==> config.mk <==
export PLATFORM = sky130hd
export DESIGN_NAME = bpm_tracker_flat
export DESIGN_NICKNAME = d
export VERILOG_FILES = /design/src/rtl/bpm_tracker_if.sv /design/src/rtl/bpm_tracker.sv /design/src/flat_wrapper.sv
export SDC_FILE = /design/constraint.sdc
export NUM_CORES = 1
export LEC_CHECK = 0
export BUFFER_PORTS_ARGS = -buffer_cell sky130_fd_sc_hd__clkbuf_2
export CORE_MARGIN = 2
export CORE_UTILIZATION = 60
export DETAILED_ROUTE_END_ITERATION = 8
export PLACE_DENSITY = 0.78
export SYNTH_ARGS = -nofsm -noshare
export SYNTH_HDL_FRONTEND = slang
export SYNTH_SLANG_ARGS = --single-unit
==> constraint.sdc <==
create_clock -name clk -period 7.8 [get_ports clk]
set_input_delay 1.56 -clock clk [delete_from_list [all_inputs] [get_ports clk]]
set_output_delay 1.56 -clock clk [all_outputs]
set_load 0.01 [all_outputs]
==> src/rtl/bpm_tracker_if.sv <==
// Beat input / tempo output bundle between the beat detector and tempo consumers.
interface bpm_tracker_if #(
    parameter int unsigned BPM_W = 8
);
    logic             beat;
    logic [BPM_W-1:0] default_bpm;
    logic [BPM_W-1:0] bpm_out;
    logic             bpm_valid;
    logic             locked;

    // Upstream side: supplies beats and the fallback tempo, consumes results.
    modport master (
        output beat, default_bpm,
        input  bpm_out, bpm_valid, locked
    );

    // Tracker side.
    modport slave (
        input  beat, default_bpm,
        output bpm_out, bpm_valid, locked
    );
endinterface

==> src/rtl/bpm_tracker.sv <==
// Beat-interval tempo tracker: debounced interval measurement, sequential
// divide to BPM, moving average over 2^AVG_LOG2 pushes, timeout fallback.
module bpm_tracker #(
    parameter int unsigned CLK_HZ    = 100000,
    parameter int unsigned BPM_W     = 8,
    parameter int unsigned AVG_LOG2  = 2,
    parameter int unsigned MIN_BPM   = 30,
    parameter int unsigned MAX_BPM   = 255,
    parameter int unsigned START_BPM = 80,
    parameter int unsigned CNT_W     = 32
) (
    input  logic          clk,
    input  logic          rst,
    bpm_tracker_if.slave  bus
);
    localparam int unsigned     DEPTH        = 1 << AVG_LOG2;
    localparam longint unsigned DIVIDEND     = 64'(CLK_HZ) * 64'd60;
    localparam longint unsigned MAX_INTERVAL = DIVIDEND / 64'(MIN_BPM);
    localparam longint unsigned MIN_INTERVAL = DIVIDEND / 64'(MAX_BPM);
    localparam int unsigned     SUM_W        = BPM_W + AVG_LOG2;
    localparam int unsigned     IDX_W        = (AVG_LOG2 > 0) ? AVG_LOG2 : 1;
    localparam int unsigned     LOCK_W       = AVG_LOG2 + 1;
    localparam int unsigned     STEP_W       = (CNT_W > 1) ? $clog2(CNT_W) : 1;

    localparam logic [CNT_W-1:0] MIN_IVL  = CNT_W'(MIN_INTERVAL);
    localparam logic [CNT_W-1:0] MAX_IVL  = CNT_W'(MAX_INTERVAL);
    localparam logic [CNT_W-1:0] DIV_INIT = CNT_W'(DIVIDEND);
    localparam logic [CNT_W-1:0] MIN_Q    = CNT_W'(MIN_BPM);
    localparam logic [CNT_W-1:0] MAX_Q    = CNT_W'(MAX_BPM);
    localparam logic [BPM_W-1:0] START_V  = BPM_W'(START_BPM);

    // Parameter sanity: dividend must fit the divider, debounce must cover a full divide.
    generate
        if ((DIVIDEND >= (64'd1 << CNT_W)) || (MIN_INTERVAL <= 64'(CNT_W + 2))) begin : g_param_check
            $error("bpm_tracker: 60*CLK_HZ must fit CNT_W bits and MIN_INTERVAL must exceed CNT_W+2");
        end
    endgenerate

    typedef enum logic [1:0] {S_COUNT, S_DIV, S_UPDATE} state_t;

    state_t             state, state_next;
    logic               prev_beat;
    logic [CNT_W-1:0]   counter;
    logic [CNT_W-1:0]   divisor;
    logic [CNT_W-1:0]   rem;
    logic [CNT_W-1:0]   quo;
    logic [STEP_W-1:0]  step;
    logic [BPM_W-1:0]   dflt_latch;
    logic               timeout_push;
    logic [BPM_W-1:0]   buffer [DEPTH];
    logic [SUM_W-1:0]   sum;
    logic [IDX_W-1:0]   idx;
    logic [LOCK_W-1:0]  lock_cnt;
    logic [BPM_W-1:0]   bpm_out;
    logic               bpm_valid;
    logic               locked;

    logic               edge_c, accept_c, expire_c, div_last_c;
    logic [CNT_W:0]     trial_c;
    logic               fits_c;
    logic [CNT_W-1:0]   rem_next_c;
    logic [CNT_W-1:0]   quo_clamp_c;
    logic [BPM_W-1:0]   push_val_c;
    logic [SUM_W-1:0]   sum_next_c;
    logic [IDX_W-1:0]   idx_next_c;
    logic [LOCK_W-1:0]  lock_next_c;

    // Beat edge qualification; an accepted beat takes priority over a timeout.
    assign edge_c     = bus.beat & ~prev_beat;
    assign accept_c   = (state == S_COUNT) && edge_c && (counter >= MIN_IVL);
    assign expire_c   = (state == S_COUNT) && !accept_c && (counter == MAX_IVL);
    assign div_last_c = (state == S_DIV) && (step == STEP_W'(CNT_W - 1));

    assign bus.bpm_out   = bpm_out;
    assign bus.bpm_valid = bpm_valid;
    assign bus.locked    = locked;

    // State register.
    always_ff @(posedge clk or posedge rst) begin
        if (rst) state <= S_COUNT;
        else     state <= state_next;
    end

    // Next-state logic.
    always_comb begin
        state_next = state;
        case (state)
            S_COUNT: begin
                if (accept_c)      state_next = S_DIV;
                else if (expire_c) state_next = S_UPDATE;
            end
            S_DIV:    if (div_last_c) state_next = S_UPDATE;
            S_UPDATE: state_next = S_COUNT;
            default:  state_next = S_COUNT;
        endcase
    end

    // Divider step, quotient clamp and averaging datapath values.
    always_comb begin
        trial_c     = {rem, quo[CNT_W-1]};
        fits_c      = (trial_c >= {1'b0, divisor});
        rem_next_c  = fits_c ? CNT_W'(trial_c - {1'b0, divisor}) : CNT_W'(trial_c);
        quo_clamp_c = quo;
        if (quo < MIN_Q)      quo_clamp_c = MIN_Q;
        else if (quo > MAX_Q) quo_clamp_c = MAX_Q;
        push_val_c  = timeout_push ? dflt_latch : BPM_W'(quo_clamp_c);
        sum_next_c  = sum + SUM_W'(push_val_c) - SUM_W'(buffer[idx]);
        idx_next_c  = (idx == IDX_W'(DEPTH - 1)) ? '0 : idx + IDX_W'(1);
        if (timeout_push)                    lock_next_c = '0;
        else if (lock_cnt == LOCK_W'(DEPTH)) lock_next_c = lock_cnt;
        else                                 lock_next_c = lock_cnt + LOCK_W'(1);
    end

    // Free-running interval counter, restarted by an accepted beat or a timeout.
    always_ff @(posedge clk or posedge rst) begin
        if (rst) begin
            counter   <= '0;
            prev_beat <= 1'b0;
        end else begin
            prev_beat <= bus.beat;
            if (accept_c || expire_c) counter <= '0;
            else                      counter <= counter + CNT_W'(1);
        end
    end

    // Restoring divider and push-source capture.
    always_ff @(posedge clk or posedge rst) begin
        if (rst) begin
            divisor      <= '0;
            rem          <= '0;
            quo          <= '0;
            step         <= '0;
            dflt_latch   <= '0;
            timeout_push <= 1'b0;
        end else if (accept_c) begin
            divisor      <= counter;
            rem          <= '0;
            quo          <= DIV_INIT;
            step         <= '0;
            timeout_push <= 1'b0;
        end else if (expire_c) begin
            dflt_latch   <= bus.default_bpm;
            timeout_push <= 1'b1;
        end else if (state == S_DIV) begin
            rem  <= rem_next_c;
            quo  <= {quo[CNT_W-2:0], fits_c};
            step <= step + STEP_W'(1);
        end
    end

    // Moving-average buffer, lock tracking and registered outputs.
    always_ff @(posedge clk or posedge rst) begin
        if (rst) begin
            for (int i = 0; i < DEPTH; i++) buffer[i] <= START_V;
            sum       <= SUM_W'(START_BPM) << AVG_LOG2;
            idx       <= '0;
            lock_cnt  <= '0;
            bpm_out   <= START_V;
            bpm_valid <= 1'b0;
            locked    <= 1'b0;
        end else begin
            bpm_valid <= (state == S_UPDATE);
            if (state == S_UPDATE) begin
                sum         <= sum_next_c;
                buffer[idx] <= push_val_c;
                idx         <= idx_next_c;
                lock_cnt    <= lock_next_c;
                locked      <= (lock_next_c == LOCK_W'(DEPTH));
                bpm_out     <= BPM_W'(sum_next_c >> AVG_LOG2);
            end
        end
    end
endmodule

==> src/flat_wrapper.sv <==
// flat-port wrapper written by rule: the top's interface ports become plain ports
module bpm_tracker_flat 
#(
    parameter int unsigned CLK_HZ    = 100000,
    parameter int unsigned BPM_W     = 8,
    parameter int unsigned AVG_LOG2  = 2,
    parameter int unsigned MIN_BPM   = 30,
    parameter int unsigned MAX_BPM   = 255,
    parameter int unsigned START_BPM = 80,
    parameter int unsigned CNT_W     = 32
)
  (clk, rst, bus_beat, bus_default_bpm, bus_bpm_out, bus_bpm_valid, bus_locked);
  bpm_tracker_if #(.BPM_W(BPM_W)) bus_i ();
  input  logic clk;
  input  logic rst;
  input wire logic [$bits(bus_i.beat)-1:0] bus_beat;
  input wire logic [$bits(bus_i.default_bpm)-1:0] bus_default_bpm;
  output wire logic [$bits(bus_i.bpm_out)-1:0] bus_bpm_out;
  output wire logic [$bits(bus_i.bpm_valid)-1:0] bus_bpm_valid;
  output wire logic [$bits(bus_i.locked)-1:0] bus_locked;
  assign bus_i.beat = bus_beat;
  assign bus_i.default_bpm = bus_default_bpm;
  assign bus_bpm_out = bus_i.bpm_out;
  assign bus_bpm_valid = bus_i.bpm_valid;
  assign bus_locked = bus_i.locked;
  bpm_tracker #(.CLK_HZ(CLK_HZ), .BPM_W(BPM_W), .AVG_LOG2(AVG_LOG2), .MIN_BPM(MIN_BPM), .MAX_BPM(MAX_BPM), .START_BPM(START_BPM), .CNT_W(CNT_W)) u_core (.clk(clk), .rst(rst), .bus(bus_i));
endmodule
; Word-level counts from Yosys, hierarchy flattened
; Index checks and enable logic that the tools add are counted.
[totals]
elab_cells = 89
regBits = 202
[op_classes]
muxes = 29
magnitude_cmp = 6
n_addsub = 7
n_bitwise = 4
eq_ne = 10
reduce_logical = 14
[ops]
columns = op, n
row1 = 32-bit 2-to-1 mux, 8
row2 = 8-bit 2-to-1 mux, 6
row3 = 33-bit by 32-bit greater-or-equal comparator with 1-bit output, 1
row4 = 32-bit by 1-bit adder with 32-bit output (second input constant), 1
row5 = 32-bit bitwise mux, 1
row6 = 32-bit by 18-bit equality test with 1-bit output (second input constant), 1
row7 = 32-bit by 15-bit greater-or-equal comparator with 1-bit output (second input constant), 1
row8 = 32-bit by 8-bit greater-than comparator with 1-bit output (second input constant), 1
row9 = 32-bit by 5-bit < comparator with 1-bit output (second input constant), 1
row10 = 32-bit subtractor, 1
row11 = 8-bit binary-select mux with 2-bit select, 1
row12 = 8-bit demux with 2-bit select, 1
row13 = 5-bit 2-to-1 mux, 3
row14 = 10-bit by 8-bit adder with 10-bit output, 1
row15 = 10-bit by 8-bit subtractor with 10-bit output, 1
row16 = 2-bit 2-to-1 mux, 4
row17 = 3-bit equality test (second input constant), 2
row18 = 1-bit logical AND, 6
row19 = 3-bit 2-to-1 mux, 2
row20 = 2-bit AND reduction, 3
row21 = 5-bit by 1-bit adder with 5-bit output (second input constant), 1
row22 = 5-bit equality test (second input constant), 1
row23 = 2-bit equality test (second input constant), 2
row24 = 2-bit by 1-bit inequality test with 1-bit output (second input constant), 2
row25 = 15 further kinds, 18

; Logic depth before layout (Yosys ltp)
[logic_depth]
depth_word = 10
mapped_depth = 19
ltp_nobuf = 19

; Least setup slack after synthesis
; Ideal clock, no wire load.
[synth_path]
kind = register to register
from = reg u_core.quo[13]
to = reg u_core.bpm_out[7], in the netlist u_core.bus.bpm_out[7]
stages_incl_launch_ff = 18
period_less_slack_ns = 4.000
required_time_ns = 7.677
arrival_ns = 3.878
setup_time_ns = 0.123
slack_ns = 3.800
path_cell_list = dfrtp_1 -> or4_1 -> nor4_1 -> nand4_1 -> nand2b_1 -> o22ai_1 -> inv_1 -> fa_1 -> ha_1 -> a21o_1 -> a21o_1 -> a21o_1 -> a21oi_1 -> o21a_1 -> o21ai_0 -> xnor2_1 -> nand2_1 -> xnor2_1
[synth_via]
elab_chain_len = 6
word_cells_on_any_way = 7
[synth_lines]
columns = element, line
row1 = "start, declared", bpm_tracker.sv:46  ; logic [CNT_W-1:0] quo;
row2 = "start signal, assigned", bpm_tracker.sv:146  ; quo <= {quo[CNT_W-2:0], fits_c};
row3 = 32-bit by 8-bit greater-than comparator with 1-bit output, bpm_tracker.sv:105  ; else if (quo > MAX_Q) quo_clamp_c = MAX_Q;
row4 = 8-bit 2-to-1 mux, bpm_tracker.sv:105
row5 = 8-bit 2-to-1 mux (*), bpm_tracker.sv:104  ; if (quo < MIN_Q) quo_clamp_c = MIN_Q;
row6 = 8-bit 2-to-1 mux (*), bpm_tracker.sv:106  ; push_val_c = timeout_push ? dflt_latch : BPM_W'(quo_clamp_c);
row7 = named net u_core.push_val_c[1], bpm_tracker.sv:63  ; logic [BPM_W-1:0] push_val_c;
row8 = 10-bit by 8-bit adder with 10-bit output (*), bpm_tracker.sv:107  ; sum_next_c = sum + SUM_W'(push_val_c) - SUM_W'(buffer[idx]);
row9 = 10-bit by 8-bit subtractor with 10-bit output (*), bpm_tracker.sv:107
row10 = "end signal, assigned", bpm_tracker.sv:169  ; bpm_out <= BPM_W'(sum_next_c >> AVG_LOG2);
row11 = "end, declared", bpm_tracker.sv:54  ; logic [BPM_W-1:0] bpm_out;
; Mark *: on every way through the listed nets, which the timed path passes. The rest lies on a longest branch.
; A chain may end at the register's enable or synchronous reset.

; Worst setup path in the final report
; Ends and elaborated chain as after synthesis.

==> impl_summary.txt <==
----------------------------------------------------
[Setup path]
  Cell class contributing the biggest share of worst-path delay ... compound AO/OA/AOI/OAI gates
  Data arrival at the endpoint of the critical path ... 4.81 ns
  Cell with the most instances on the worst path ... a21o_1
  Highest fanout seen on the critical path ... 5
  Launching element type of the critical path ... flip-flop
  Buffers plus inverters on the worst setup path ... 1
  Element type at the critical path end ... flip-flop
  CP Launch Point ... u_core.quo[13]$_DFFE_PP0P_
  CP cell instances ... or4_1 -> nor4_1 -> nand4_1 -> nand2b_1 -> o22ai_1 -> inv_1 -> fa_1 -> ha_1 -> a21o_1 -> a21o_1 -> a21o_1 -> a21oi_1 -> o21a_1 -> o21ai_0 -> xnor2_1 -> nand2_1 -> xnor2_1
  Beginning of the worst register-to-register path ... u_core.quo[13]$_DFFE_PP0P_
  Category of the critical setup timing path ... reg2reg
  Worst EP required ... 8.13 ns
  Max stage delay on crit path ... 0.53 ns
  Critical-path top delay cell ... or4_1

[Synthesis]
  Post-synth EDFFs ... 0
  Synth Net Count ... 1246
  Warnings from Yosys ... 0
  Sequential element share of the synthesized area ... 0.453
  Average cell area after synthesis ... 9.17 µm²
  Netlist area before placement ... 10700 µm²
  Most common flop cell mapped by yosys ... dfrtp_1
  Count of unique library cells instantiated by Yosys ... 69
  Share of async-settable or async-resettable flops after synthesis ... 1.00
  Flops & latches, synth ... 194
  Cell count after synthesis ... 1172

[Final layout]
  Most common cell after layout, fill and taps aside ... nand2_1
  Fill cell instance count of the final layout ... 1408
  Layout-stage area growth over the synthesis result ... 6.76%
  Finished Core Util ... 0.658
  Post-layout net count ... 1231
  Proportion of layout cells with a drive suffix above 1 ... 0.0803
  Most frequent cells in the layout ... nand2_1, dfrtp_1, o21ai_0, nor2_1, inv_1
  Antenna diode count ... 0

[Clock network]
  Clock H-tree levels ... 4
  Cell at the root of the clock tree ... clkbuf_16
  Max Buffers Root-to-Sink ... 2
  CTS sink cnt ... 194
  Skew-Pair Late Insertion Delay ... 0.44 ns
  Number of buffers added to fix hold violations after cts ... 0
  Buffer count from post-CTS setup fixing ... 0
  Number of clock buffers inserted by TritonCTS ... 17
  Clock-pin slew on the worst setup and hold paths ... 0.07 ns
  Clock tree from TritonCTS ... yes
  CTS-repair resized insts ... 0

[Timing]
  Slew headroom ... 0.215
  Peak clock frequency supported by timing ... 0.223 GHz
  Clock period minus final worst setup slack ... 4.48 ns
  Share of the clock period used by the worst path after layout ... 0.574
  Final Max Tran Viols ... 0
  Setup repair after global routing missed its margin ... false
  Total negative slack for setup checks ... 0 ns
  Transition time at the pin with the least slew margin ... 1.18 ns
  Final hold violation count ... 0
  Final setup slack of the worst path ... 3.32 ns
  Skew final ... 0.0147 ns
  Final setup fails ... 0

[Placement]
  Final weighted congestion of routability-driven global placement ... 0.906
  I/O Buffers ... 20
  Pre-CTS setup slack ... 3.37 ns
  DP HPWL ... 15100 µm

[Power]
  Leakage ... 5.30 nW
  Power per cell area ... 168 nW/µm²
  Worst-case vdd ir drop ... 0.144 mV

[Routing]
  Wire per inst ... 16.0 µm
  First-pass detailed-route iteration total ... 5
  Residual antenna-violating net count after detailed routing ... 0
  Detailed-route DRC error count ... 0
  Wire length after detailed routing ... 22300 µm
  Via count of the routed design ... 8152
  Post-detailed-route via-to-cell ratio ... 5.84
  Initial detailed-routing violation count ... 573

[GRT]
  Final global-route overflow total ... 0
  Vias in the first global route ... 7693
  Gr usage total ... 0.254
  Number of antenna violations at the first check in global routing ... 0
  Wire length of the first global-routing pass ... 37900 µm
  Maximum number of pins on one net before global-route repair ... 116

[Floorplan]
  Number of rows created at floorplan ... 48
  Total Die Area ... 19000 µm²
  Die X ... 138 µm
  Initial Utilization ... 0.617
  Die height ... 138 µm
  # IOs ... 21
  Placeable Area ... 17400 µm²

[Worst hold path]
  Path class of the lowest-slack min-delay path ... reg2reg
  Origin of the worst min-delay path ... u_core.bus.bpm_out[7]$_DFFE_PP0P_

[Status]
  Result of the run ... finished clean

[Flow run]
  Max-Cap Viols ... 0

----------------------------------------------------
cell type report:
class / instances / area [µm²] / share of cell area
repair buffers: 25 / 138 / 0.0120
multi-input cells: 844 / 5290 / 0.461
clock inverters: 12 / 150 / 0.0131
well taps: 225 / 282 / 0.0245
inverters: 75 / 289 / 0.0252
flip-flops and latches: 194 / 4870 / 0.424
clock buffers: 20 / 457 / 0.0398
kinds of logic after synthesis:
kind of cell    synth area share
simple gates               0.164
fa+ha+maj                 0.0797
flops                      0.453
xor+xnor                  0.0530
mux                       0.0298
compound gates             0.164
buf+inv                   0.0561
flip-flops by register name (all words and copies together), names as in the netlist:
signal	flops
u_core.buffer	32
u_core.bus.bpm_valid	1
u_core.divisor	32
u_core.counter	32
u_core.quo	32
u_core.idx	2
u_core.lock_cnt	3
u_core.timeout_push	1
u_core.rem	32
u_core.bus.locked	1
u_core.step	5
u_core.dflt_latch	8
u_core.prev_beat	1
u_core.bus.bpm_out	8
u_core.sum	2
u_core.state	2
routing by layer:
layer | track usage | part of all wire
met3 | 0.0408 | 0.036
met4 | 0.0686 | 0.014
met2 | 0.417 | 0.48
met1 | 0.354 | 0.47
met5 | 0 | 0
power breakdown:
part / switching (mW) / total, mW / internal [mW] / leakage (nW)
Combinational: 0.0197 / 0.0221 / 0.00244 / 2.91
Clock: 0.400 / 0.897 / 0.497 / 0.288
Sequential: 0.0000751 / 1.01 / 1.01 / 2.10
cell usage after synthesis, types with 7 or more instances:
master	instances	area (µm²)
a21o_1	21	158
a21oi_1	69	345
and3_1	18	113
buf_2	7	35.0
buf_4	16	120
clkbuf_1	30	113
dfrtp_1	184	4600
dfstp_2	10	263
fa_1	9	180
ha_1	54	676
inv_1	75	282
mux2_2	8	90.1
mux4_2	8	180
nand2_1	192	721
nand2b_1	10	62.6
nand3_1	30	150
nand4_1	10	62.6
nor2_1	93	349
nor2b_1	8	50.1
nor3_1	8	40.0
nor4_1	9	56.3
o21a_1	7	52.6
o21ai_0	120	601
o21ai_1	21	105
o22ai_1	10	62.6
xnor2_1	28	245
xor2_1	37	324
metrics by stage:
step	hold slack, ns	total power, mW	cell area, µm²	cells
finish	0.478	1.93	11500	1395
global route	0.508	1.99	11500	1395
CTS	0.488	1.94	11500	1395
detailed placement	0.477	1.05	10900	1363
global placement	0.458	1.05	10900	1363
floorplan	0.445	1.04	10700	1172
worst paths after layout:
path | to | slack, ns | cells after the start
worst max-delay path | u_core.bus.bpm_out[7]$_DFFE_PP0P_ | 3.32 | 17
worst min-delay path | u_core.bus.bpm_out[7]$_DFFE_PP0P_ | 0.48 | 1
worst max register to register | u_core.bus.bpm_out[7]$_DFFE_PP0P_ | 3.32 | 17
worst min register to register | u_core.bus.bpm_out[7]$_DFFE_PP0P_ | 0.48 | 1
max in group asynchronous | u_core.counter[29]$_DFF_PP0_ | 5.05 | 3
min in group asynchronous | u_core.step[2]$_DFFE_PP0P_ | 1.27 | 2
(Power assumes the default switching activity.)
